`src/rtl/ysyx_22040759_core_seq.sv`:
```
// Multi-cycle instruction sequencer for the RV64 core.
// Owns the PC and fetches over a request/grant/rvalid handshake. Walks each
// instruction through EXEC, MEM and WB, and gates the decoder's raw write
// enables so that every instruction commits exactly once. Halts on ebreak,
// and traps to HALT with err_o on an illegal instruction or a memory timeout.
module ysyx_22040759_core_seq #(
   parameter logic [63:0] RESET_PC   = 64'h0000_0000_8000_0000,
   parameter int unsigned TMO_CYCLES = 255
) (
   input  logic        clk,
   input  logic        rst,
   output logic        imem_req_o,
   output logic [63:0] imem_addr_o,
   input  logic        imem_gnt_i,
   input  logic        imem_rvalid_i,
   input  logic [31:0] imem_rdata_i,
   output logic [31:0] inst_o,
   output logic [63:0] pc_o,
   input  logic        dec_reg_wen_i,
   input  logic        dec_mem_wen_i,
   input  logic        dec_mem_ren_i,
   input  logic        dec_pc_sel_i,
   input  logic        dec_illegal_i,
   input  logic        dec_ebreak_i,
   input  logic [63:0] alu_res_i,
   output logic        dmem_req_o,
   output logic        dmem_we_o,
   input  logic        dmem_gnt_i,
   input  logic        dmem_rvalid_i,
   output logic        rf_wen_o,
   output logic        commit_o,
   output logic        halt_o,
   output logic        err_o
);

   typedef enum logic [2:0] {
      S_FETCH,
      S_IWAIT,
      S_EXEC,
      S_MEM,
      S_MWAIT,
      S_WB,
      S_HALT
   } state_e;

   localparam logic [31:0] NOP_INST = 32'h0000_0013;
   // Last count value before the wait is declared timed out.
   localparam logic [7:0]  TMO_LAST = 8'(TMO_CYCLES - 1);

   state_e      state_q, state_d;
   logic [63:0] pc_q, pc_d;
   logic [31:0] inst_q, inst_d;
   logic [7:0]  cnt_q, cnt_d;
   logic        halt_q, halt_d;
   logic        err_q, err_d;

   logic        imem_req;
   logic        dmem_req;
   logic        dmem_we;
   logic        rf_wen;
   logic        commit;
   logic        wait_tick;

   // Next-state, PC/instruction update, timeout and handshake outputs.
   always_comb begin
      // NOTE: every variable gets a default first so no path through the case infers a latch.
      state_d   = state_q;
      pc_d      = pc_q;
      inst_d    = inst_q;
      cnt_d     = cnt_q;
      halt_d    = halt_q;
      err_d     = err_q;
      imem_req  = 1'b0;
      dmem_req  = 1'b0;
      dmem_we   = 1'b0;
      rf_wen    = 1'b0;
      commit    = 1'b0;
      wait_tick = 1'b0;

      unique case (state_q)
         S_FETCH: begin
            imem_req = 1'b1;
            if (imem_gnt_i) begin
               // A response arriving with the grant skips the IWAIT cycle.
               if (imem_rvalid_i) begin
                  inst_d  = imem_rdata_i;
                  state_d = S_EXEC;
               end else begin
                  state_d = S_IWAIT;
               end
            end else begin
               wait_tick = 1'b1;
            end
         end
         S_IWAIT: begin
            if (imem_rvalid_i) begin
               inst_d  = imem_rdata_i;
               state_d = S_EXEC;
            end else begin
               wait_tick = 1'b1;
            end
         end
         S_EXEC: begin
            // Illegal wins over ebreak; neither instruction ever commits.
            if (dec_illegal_i) begin
               err_d   = 1'b1;
               state_d = S_HALT;
            end else if (dec_ebreak_i) begin
               halt_d  = 1'b1;
               state_d = S_HALT;
            end else if (dec_mem_ren_i || dec_mem_wen_i) begin
               state_d = S_MEM;
            end else begin
               state_d = S_WB;
            end
         end
         S_MEM: begin
            dmem_req = 1'b1;
            dmem_we  = dec_mem_wen_i;
            if (dmem_gnt_i) begin
               if (dec_mem_wen_i || dmem_rvalid_i) state_d = S_WB;
               else                                state_d = S_MWAIT;
            end else begin
               wait_tick = 1'b1;
            end
         end
         S_MWAIT: begin
            if (dmem_rvalid_i) state_d = S_WB;
            else               wait_tick = 1'b1;
         end
         S_WB: begin
            rf_wen  = dec_reg_wen_i;
            commit  = 1'b1;
            pc_d    = dec_pc_sel_i ? (alu_res_i & ~64'h1) : (pc_q + 64'd4);
            state_d = S_FETCH;
         end
         S_HALT: begin
            state_d = S_HALT;
         end
         default: begin
            state_d = S_FETCH;
         end
      endcase

      // One more idle cycle in a waiting state either counts or trips the timeout.
      if (wait_tick) begin
         if (cnt_q == TMO_LAST) begin
            err_d   = 1'b1;
            state_d = S_HALT;
         end else begin
            cnt_d = cnt_q + 8'd1;
         end
      end

      if (state_d != state_q) cnt_d = '0;
   end

   // State, PC, instruction latch, timeout counter and sticky flags.
   always_ff @(posedge clk or posedge rst) begin
      if (rst) begin
         state_q <= S_FETCH;
         pc_q    <= RESET_PC;
         inst_q  <= NOP_INST;
         cnt_q   <= '0;
         halt_q  <= 1'b0;
         err_q   <= 1'b0;
      end else begin
         // NOTE: non-blocking assignments so every flop updates from the same pre-edge values.
         state_q <= state_d;
         pc_q    <= pc_d;
         inst_q  <= inst_d;
         cnt_q   <= cnt_d;
         halt_q  <= halt_d;
         err_q   <= err_d;
      end
   end

   // Requests are held low while reset is asserted, even though the state is FETCH.
   assign imem_req_o  = imem_req & ~rst;
   assign dmem_req_o  = dmem_req & ~rst;
   assign dmem_we_o   = dmem_we  & ~rst;
   assign rf_wen_o    = rf_wen   & ~rst;
   assign commit_o    = commit   & ~rst;
   assign imem_addr_o = pc_q;
   assign pc_o        = pc_q;
   assign inst_o      = inst_q;
   assign halt_o      = halt_q;
   assign err_o       = err_q;

endmodule

```
`config.mk`:
```
export PLATFORM = sky130hd
export DESIGN_NAME = ysyx_22040759_core_seq
export DESIGN_NICKNAME = d
export VERILOG_FILES = /design/src/rtl/ysyx_22040759_core_seq.sv
export SDC_FILE = /design/constraint.sdc
export NUM_CORES = 1
export LEC_CHECK = 0
export ABC_AREA = 1
export CAP_MARGIN = 40
export CORE_MARGIN = 3
export CORE_UTILIZATION = 50
export DETAILED_ROUTE_END_ITERATION = 16
export PLACE_DENSITY = 0.95
export SETUP_SLACK_MARGIN = 0.05
export SLEW_MARGIN = 25
export SYNTH_ARGS = -nofsm -noshare
export SYNTH_HDL_FRONTEND = slang
export SYNTH_SLANG_ARGS = --single-unit
```
`constraint.sdc`:
```
create_clock -name clk -period 9.98 [get_ports clk]
set_input_delay 0.998 -clock clk [delete_from_list [all_inputs] [get_ports clk]]
set_output_delay 0.998 -clock clk [all_outputs]
set_load 0.01 [all_outputs]
```
==> results of run 1 <==
-- cell type report --
| class | instances | area (sq um) |
|---|---|---|
| inverters | 115 | 434 |
| clock buffers | 10 | 239 |
| multi-input cells | 811 | 3860 |
| repair buffers | 278 | 2790 |
| flip-flops and latches | 108 | 2710 |
| clock inverters | 6 | 43.8 |
| fillers | 1193 | 4400 |
| well taps | 184 | 230 |
-- registers in the layout (all words and copies together) (netlist names) --
register and count:
cnt_q 8, err_o 1, halt_o 1, imem_addr_o 63, inst_o 32, state_q 3
-- power by group --
part / internal [mW] / switching, mW / leakage, nW
clock network: 0.178 / 0.171 / 0.140
logic: 0.838 / 0.742 / 3.19
registers: 0.650 / 0.326 / 1.30
total: 1.67 / 1.24 / 4.63
-- worst max path at each step --
stage | cells after the start | endpoint | slack, ns
global placement | 7 | imem_addr_o[12]$_DFFE_PP0N_ | 6.27
floorplan | 1 | cnt_q[0]$_DFFE_PP0P_ | 6.14
CTS | 7 | commit_o | 6.03
global route | 7 | commit_o | 5.84
finish | 7 | commit_o | 6.00
detailed placement | 7 | imem_addr_o[9]$_DFFE_PP0N_ | 6.15
-- routing by layer --
metal  GRT usage  part of all wire  routed length [um]  vias up
met5           0                 0                   0        -
met4       0.104             0.032                 813        0
met3      0.0742              0.11                2760       72
met2       0.486              0.48               12300      495
met1       0.396              0.39                9940     3785
li1            -                 -                   -     3895
-- cells by family after synthesis --
family / count (synthesis) / share of synthesized area
AND/OR/NAND/NOR: 669 / 0.367
buffers and inverters: 206 / 0.137
flip-flops: 108 / 0.356
AO/OA/AOI/OAI: 87 / 0.0669
multiplexers: 32 / 0.0474
XOR/XNOR: 18 / 0.0207
adder cells (fa/ha/maj): 3 / 0.00493
other: 1 / 0.000493
-- critical path, stage by stage, from the launching register on --
cell	delay, ns
dfrtp_1	0.62
nand2_1	0.19
nor2_4	0.10
buf_4	0.56
inv_2	0.04
buf_4	0.33
nor2_1	0.16
clkdlybuf4s50_1	0.55
-- placed cells by master (no fill, tap or decap), drive strengths merged --
cell / count
nand3: 82
xnor2: 4
nor2: 170
nand4: 22
or2: 3
mux2: 32
a21o: 2
conb: 2
nor3: 12
clkbuf: 10
and2: 2
o21ai: 53
a211oi: 4
ha: 3
a21oi: 9
dfrtp: 104
a31oi: 3
o22ai: 2
clkinv: 3
inv: 117
dfstp: 4
a22oi: 6
nand3b: 8
a31o: 1
clkinvlp: 1
clkdlybuf4s50: 271
nand2: 370
xor2: 14
o211ai: 6
o2111ai: 1
buf: 7
-- metrics by stage --
| stage | area [sq um] | hold slack, ns | setup WS, ns | utilization |
|---|---|---|---|---|
| detailed placement | 10000 | 0.473 | 6.15 | 0.682 |
| global placement | 9990 | 0.453 | 6.27 | 0.680 |
| floorplan | 7610 | 0.503 | 6.14 | - |
| CTS | 10300 | 0.488 | 6.03 | 0.701 |
| global route | 10300 | 0.507 | 5.84 | 0.701 |
| finish | 10300 | 0.491 | 6.00 | 0.701 |
==> metrics, run 1 <==
Initial Utilization=0.518; io pins=275; Worst-Skew Late Latency=0.36 ns; placed cells=1,496; post-route minimum period=3.98 ns; vias per std cell=5.45; Worst Setup SP=state_q[0]$_DFF_PP0_; Post-CTS Resized=0; crit share post-route=0.399; PortBufs=271; WL final=25,800 um; FF-to-FF setup slack=7.03 ns; EDFF count, synth=0; DRC violations left=0; Seq/Total Area, Yosys=0.356; Worst R2R Path Depth=9; Max Fclk=0.251 GHz; Syn. warnings=0; n_diodes=0; die area=16,700 sq um; Power Total=2.91 mW; final setup TNS=0 ns; startpoint types=register; Post-DRT Antenna Nets=0; type of destination of the critical path=primary output; Crit Path Class=register to primary output; HP Start=halt_o$_DFFE_PP0P_; Core ar.=14,700 sq um; detailed router's first-iteration violation count=790; Mean Syn Cell Area=6.77 sq um; MaxCap Viol Count=0; vias post-DR=8,247; Clock Pin Slew Worst Setup and Hold Paths=0.07 ns; Seq cells post-synth=108; worst hold path type=register to register; outcome=complete, no violations; Avg WL per Cell=17.0 um; GR Overflow Total=0; Async SR Flop Fraction=1.00; initial antenna violation count=0; pwr dens=282 nW/um^2; CP max FO=64; Clock Sinks=108; FF-to-FF Start=state_q[0]$_DFF_PP0_; worst hold path stage count=1; FF-to-FF End=imem_addr_o[9]$_DFFE_PP0N_; Cell variety after synth=41; RSZ-0062 raised after global routing=false; htree depth=3; Die Y=129 um; pin count of the biggest net entering global routing=65; share of layout cells above drive strength 1=0.0633; Pleak=4.63 nW; max-slew violation count=0; most frequent cells after synthesis=nand2_1, nor2_1, inv_1; dominant cell type by area after synthesis=dfrtp_1; CTS Buffer Depth=2; Req. time, crit path=8.98 ns; cells after synthesis=1,124; P&R area growth vs syn=35.4%; Initial DRT Pass Iterations=6; vias in the first global route=7,827; # rows=44; most numerous cell in the Yosys netlist=nand2_1; Tot GR Track Use=0.301; global-route wire length before repair=39,700 um; largest cells by area after synthesis=dfrtp_1, nand2_1, nor2_1, buf_4, inv_1; Mapped Area=7610 sq um; dpl hpwl=19,800 um; final setup violating endpoints=0; arrival time worst endpoint=2.98 ns; CTS buffer count=9; relative slew slack=0.527; WHS Endpoint=halt_o$_DFFE_PP0P_; slew at the pin closest to its max-slew limit=0.709 ns; top-area cell type share of the netlist area=0.342; Worst VDD drop=0.197 mV; GPL Wtd Cong=1.03; Setup Buffers After CTS=0; CTS tree=done; clk_skew=0.00910 ns; final std cells w/o fill=1,512; Main synth FF type=dfrtp_1; nets@finish=1,434; final hold vios=0; CTS Hold Bufs=0; root buffer cell=clkbuf_16; DIE WIDTH=129 um
Power figures use the tool's default switching activity.
==> inputs of run 2 (changes only) <==
Settings changed: CORE_UTILIZATION 50 to 46, PLACE_DENSITY 0.95 to 0.91.
Clock period 9.98 ns to 4.05 ns, I/O delays scaled along.
==> run 2 against run 1 <==
Net effect: worst hold slack lost 0.016 ns; clock power rose by 150%; final area increased by 0.55%; core utilization decreased by 5.6 points; critical path depth down 2; cell count rose by 2.3%; sequential power rose by 140%; combinational power grew 150%; first-iteration DRC count is 2.5% higher; wire length rose by 3.1%; flip-flop and latch count stayed put; critical endpoint unchanged.
==> metrics, run 2 (synthesis results as in run 1) <==
Req. time, crit path=3.64 ns (was 8.98 ns); Max Fclk=0.374 GHz; FF+latch area=2710 sq um (unchanged); pwr dens=693 nW/um^2 (was 282 nW/um^2); max FFs per register=63 (unchanged); P&R area growth vs syn=36.1% (was 35.4%); Worst VDD drop=0.321 mV (was 0.197 mV); Post-DRT Antenna Nets=0 (unchanged); Initial DRT Pass Iterations=5 (was 6); startpoint types=register (unchanged); area of the multi-input gates=3860 sq um (unchanged); crit share post-route=0.660; MaxCap Viol Count=0 (unchanged); fillers=1,381 (was 1,193); nets@finish=1,437 (was 1,434); top cell family by delay on the critical path=buffers and inverters (unchanged); vias post-DR=8,252 (was 8,247); Core ar.=16,100 sq um (was 14,700 sq um); Clock Pin Slew Worst Setup and Hold Paths=0.08 ns (was 0.07 ns); commonest non-fill, non-tap cell in the layout=nand2_1 (unchanged); most frequent cells in the layout=nand2_1, clkdlybuf4s50_1, nor2_1, inv_1, dfrtp_1 (unchanged); CTS buffer count=9 (unchanged); CTS Hold Bufs=0 (unchanged); htree depth=3 (unchanged); die area=18,100 sq um (was 16,700 sq um); initial antenna violation count=0 (unchanged); global-route wire length before repair=40,900 um (was 39,700 um); RSZ-0062 raised after global routing=false (unchanged); vias per std cell=5.33 (was 5.45); Power Total=7.18 mW (was 2.91 mW); post-route minimum period=2.67 ns; CP peak stage delay=0.62 ns (about the same); worst-path cell chain=nand2_1 > nor2_4 > inv_2 > nor2_1 > clkdlybuf4s50_1 (was nand2_1 > nor2_4 > buf_4 > inv_2 > buf_4 > nor2_1 > clkdlybuf4s50_1); type of destination of the critical path=primary output (unchanged); critical path buffer and inverter count=2 (was 4); GPL Wtd Cong=0.997 (was 1.03); Avg WL per Cell=17.2 um (was 17.0 um); worst hold path type=register to register (unchanged); FF-to-FF setup slack=1.90 ns (was 7.03 ns); vias in the first global route=7,877 (was 7,827); n_diodes=0 (unchanged); Design Area, Final=10,400 sq um (was 10,300 sq um); dpl hpwl=20,800 um (was 19,800 um); Cell Area, Placed=10,100 sq um (was 10,000 sq um); detailed router's first-iteration violation count=810 (was 790); CTS tree=done (unchanged); CTS Buffer Depth=2 (unchanged); max-slew violation count=0 (unchanged); Post-CTS Resized=0 (unchanged); DRC violations left=0 (unchanged); arrival time worst endpoint=2.27 ns (was 2.98 ns); CP max FO=16 (was 64); Slowest-stage cell, CP=dfrtp_1 (unchanged); root buffer cell=clkbuf_16 (unchanged); outcome=complete, no violations (unchanged); Pleak=4.64 nW (was 4.63 nW); clk_skew=0.0119 ns (was 0.00910 ns); final setup TNS=0 ns (unchanged); WL final=26,600 um (was 25,800 um); pin count of the biggest net entering global routing=62 (was 65); final hold vios=0 (unchanged); slew at the pin closest to its max-slew limit=0.662 ns (was 0.709 ns); # rows=46 (was 44); Worst-Skew Late Latency=0.36 ns (about the same); final setup violating endpoints=0 (unchanged); Fin Hold WS=0.475 ns (was 0.491 ns); Finished Core Util=0.645 (was 0.701); relative slew slack=0.559 (was 0.527); PortBufs=271 (unchanged); io pins=275 (unchanged); share of layout cells above drive strength 1=0.0646 (was 0.0633); Setup Buffers After CTS=0 (unchanged); Die Y=135 um (was 129 um); Crit Path Class=register to primary output (unchanged); DIE WIDTH=135 um (was 129 um); Initial Utilization=0.474 (was 0.518); GR Overflow Total=0 (unchanged); Clock Sinks=108 (unchanged); Tot GR Track Use=0.287 (was 0.301)
## run 2: cell count changes in the layout (fill, tap and decap cells not counted)
cell | previous run | this run
clkbuf_1 | 0 | 1
buf_4 | 6 | 9
inv_6 | 3 | 2
clkbuf_8 | 1 | 0
clkinv_2 | 2 | 1
clkinv_4 | 0 | 2
## run 2: through the flow
step / cells / setup WS [ns]
detailed placement: 1531 / 1.58
CTS: 1547 / 1.40
floorplan: 1125 / 0.806
finish: 1547 / 1.38
global route: 1547 / 1.29
global placement: 1530 / 1.67
## run 2: power breakdown
part | internal, mW | switching [mW]
sequential | 1.60 | 0.788
clock | 0.425 | 0.444
combinational | 2.07 | 1.85
## run 2: worst paths after layout
path / start / endpoint / cells past startpoint
min reg2reg: halt_o$_DFFE_PP0P_ / halt_o$_DFFE_PP0P_ / 1
min in group asynchronous: rst / err_o$_DFF_PP0_ / 2
max reg2reg: state_q[0]$_DFF_PP0_ / imem_addr_o[9]$_DFFE_PP0N_ / 7
max: state_q[0]$_DFF_PP0_ / commit_o / 5
max in group asynchronous: rst / inst_o[0]$_DFFE_PP1P_ / 3
min: halt_o$_DFFE_PP0P_ / halt_o$_DFFE_PP0P_ / 1
## run 2: cell type report
cell class / count / share of cell area
clock buffer: 10 / 0.0221
clock inverter: 6 / 0.00459
inverter: 115 / 0.0419
multi-input combinational: 811 / 0.373
sequential: 108 / 0.261
tap: 216 / 0.0261
timing repair buffer: 281 / 0.271
## run 2: worst register-to-register path, cell delays in order (launching register included)
cell     delay [ns]
dfrtp_1        0.62
nand2_1        0.18
nor2_4         0.18
inv_2          0.21
nor2_4         0.39
inv_2          0.18
o21ai_0        0.20
nor2_1         0.07
## run 2: layer usage
layer | track usage | routed length (um)
met3 | 0.0611 | 2560
met4 | 0.108 | 790
met2 | 0.450 | 12300
met1 | 0.391 | 10900
met5 | 0 | 0
==> inputs of run 3 (changes only) <==
Settings changed: CORE_UTILIZATION 46 to 42, PLACE_DENSITY 0.91 to 0.88.
Clock period 4.05 ns to 2.3 ns, I/O delays scaled along.
==> run 3 against run 2 <==
Net effect: non-clock buffer count up 12; combinational power up 81%; final area up 1.5%; critical endpoint is now dmem_we_o.
==> metrics, run 3 (synthesis results as in run 1) <==
outcome=complete, no violations (unchanged); Pleak=4.73 nW (was 4.64 nW); Clock Sinks=108 (unchanged); Die Y=141 um (was 135 um); power share of the combinational group=0.552 (was 0.546); CTS Buffer Depth=2 (unchanged); Slowest-stage cell, CP=clkdlybuf4s50_1 (was dfrtp_1); worst-path cell chain=inv_1 > nand3_1 > nor3_1 > clkdlybuf4s50_1 (was nand2_1 > nor2_4 > inv_2 > nor2_1 > clkdlybuf4s50_1); Worst-Skew Late Latency=0.37 ns (was 0.36 ns); # rows=48 (was 46); Crit Path Class=register to primary output (unchanged); Initial Utilization=0.434 (was 0.474); share of total power in sequential cells=0.326 (was 0.333); crit share post-route=0.935; RSZ-0062 raised after global routing=false (unchanged); most frequent cells in the layout=nand2_1, clkdlybuf4s50_1, nor2_1, inv_1, dfrtp_1 (unchanged); CTS buffer count=9 (unchanged); FF-to-FF setup slack=0.21 ns (was 1.90 ns); final setup violating endpoints=0 (unchanged); detailed router's first-iteration violation count=919 (was 810); Worst R2R Path Depth=12 (was 7); nets@finish=1,449 (was 1,437); worst hold path type=input pin to register (was register to register); clk_skew=0.00979 ns (was 0.0119 ns); pwr dens=1220 nW/um^2 (was 693 nW/um^2); global-route wire length before repair=42,600 um (was 40,900 um); initial antenna violation count=0 (unchanged); post-route minimum period=2.15 ns; Req. time, crit path=2.07 ns (was 3.64 ns); dpl hpwl=21,400 um (was 20,800 um); final setup TNS=0 ns (unchanged); arrival time worst endpoint=1.92 ns (was 2.27 ns); max FFs per register=63 (unchanged); die area=19,800 sq um (was 18,100 sq um); CTS tree=done (unchanged); WL final=27,300 um (was 26,600 um); vias in the first global route=8,035 (was 7,877); sw frac=0.431 (was 0.430); MaxCap Viol Count=0 (unchanged); startpoint types=register (unchanged); commonest non-fill, non-tap cell in the layout=nand2_1 (unchanged); max-slew violation count=0 (unchanged); Finished Core Util=0.599 (was 0.645); Critical Path End=dmem_we_o (was commit_o); Avg WL per Cell=17.4 um (was 17.2 um); Max Fclk=0.465 GHz; Core ar.=17,500 sq um (was 16,100 sq um); Internal=7.29 mW (was 4.09 mW); switching power=5.53 mW (was 3.08 mW); Clk pwr share=0.122 (was 0.121); vias per std cell=5.33 (about the same); htree depth=3 (unchanged); n_diodes=0 (unchanged); DRC violations left=0 (unchanged); GPL Wtd Cong=0.976 (was 0.997); Tot GR Track Use=0.270 (was 0.287); Clock Pin Slew Worst Setup and Hold Paths=0.08 ns (about the same); Worst Setup SP=state_q[2]$_DFF_PP0_ (was state_q[0]$_DFF_PP0_); pin count of the biggest net entering global routing=62 (unchanged); final hold vios=0 (unchanged); FF-to-FF End=imem_addr_o[62]$_DFFE_PP0N_ (was imem_addr_o[9]$_DFFE_PP0N_); P&R area growth vs syn=38.2% (was 36.1%); PortBufs=271 (unchanged); io pins=275 (unchanged); type of destination of the critical path=primary output (unchanged); CP max FO=7 (was 16); GR Overflow Total=0 (unchanged); vias post-DR=8,362 (was 8,252); FF-to-FF Start=imem_addr_o[2]$_DFFE_PP0N_ (was state_q[0]$_DFF_PP0_); CTS Hold Bufs=0 (unchanged); Initial DRT Pass Iterations=6 (was 5); share of layout cells above drive strength 1=0.0745 (was 0.0646); Post-DRT Antenna Nets=0 (unchanged); relative slew slack=0.569 (was 0.559); Worst VDD drop=0.612 mV (was 0.321 mV); CP peak stage delay=0.58 ns (was 0.62 ns); DIE WIDTH=141 um (was 135 um); root buffer cell=clkbuf_16 (unchanged); slew at the pin closest to its max-slew limit=0.647 ns (was 0.662 ns); Power Total=12.8 mW (was 7.18 mW)
run 3: changes by cell type in the layout (fill, tap and decap cells not counted), sizes merged:
cell,previous run,this run
buf,10,22
clkinvlp,1,3
clkbuf,10,9
clkdlybuf4s50,271,270
clkinv,4,3
dlymetal6s2s,0,1
run 3: metrics by stage:
stage               setup WS (ns)  instance area (sq um)  std cells  hold WS (ns)
CTS                         0.107                  10500       1568         0.410
global route               0.0552                  10500       1568         0.461
detailed placement          0.315                  10200       1551         0.473
floorplan                   0.640                   7620       1125         0.347
finish                      0.149                  10500       1568         0.416
global placement            0.377                  10200       1551         0.455
run 3: worst min path at each step:
stage | startpoint | endpoint | depth (start not counted)
2_1_floorplan | alu_res_i[1] | imem_addr_o[1]$_DFFE_PP0P_ | 2
3_3_place_gp | halt_o$_DFFE_PP0P_ | halt_o$_DFFE_PP0P_ | 1
3_5_place_dp | err_o$_DFF_PP0_ | err_o$_DFF_PP0_ | 2
4_1_cts | rst | inst_o[5]$_DFFE_PP0P_ | 2
5_1_grt | rst | inst_o[5]$_DFFE_PP0P_ | 2
6_report | alu_res_i[1] | imem_addr_o[1]$_DFFE_PP0P_ | 3
run 3: power groups by stage:
stage                     Clock, mW  Sequential [mW]  Combinational, mW
final                          1.56             4.18               7.08
after global routing           1.63             4.35               7.66
after CTS                      1.57             4.15               7.08
after detailed placement          0             4.17               7.03
after global placement            0             4.12               6.87
after floorplan                   0             4.17               3.62
run 3: per-layer routing:
metal	global-route usage	share of wire
met1	0.375	0.43
met2	0.426	0.46
met3	0.0536	0.086
met4	0.0872	0.027
met5	0	0
run 3: what timing repair did:
action | in CTS | in global routing
pin swaps | 1 | 0
setup buffers | 1 | 0
endpoints found under the hold margin | 0 | 0
endpoints found under the setup margin | 1 | 1
resized for setup | 1 | 1
run 3: cell type report:
type / instances / area [sq um]
clock buffers: 9 / 225
clock inverters: 7 / 57.6
fillers: 1606 / 7020
inverters: 115 / 435
multi-input cells: 811 / 3860
flip-flops and latches: 108 / 2710
well taps: 225 / 282
repair buffers: 293 / 2940
run 3: critical path, delay by kind of cell (launching register included):
kind	cells	cell delay [ns]
buffers and inverters	2	0.79
and+or+nand+nor	2	0.31
DFF	1	0.47
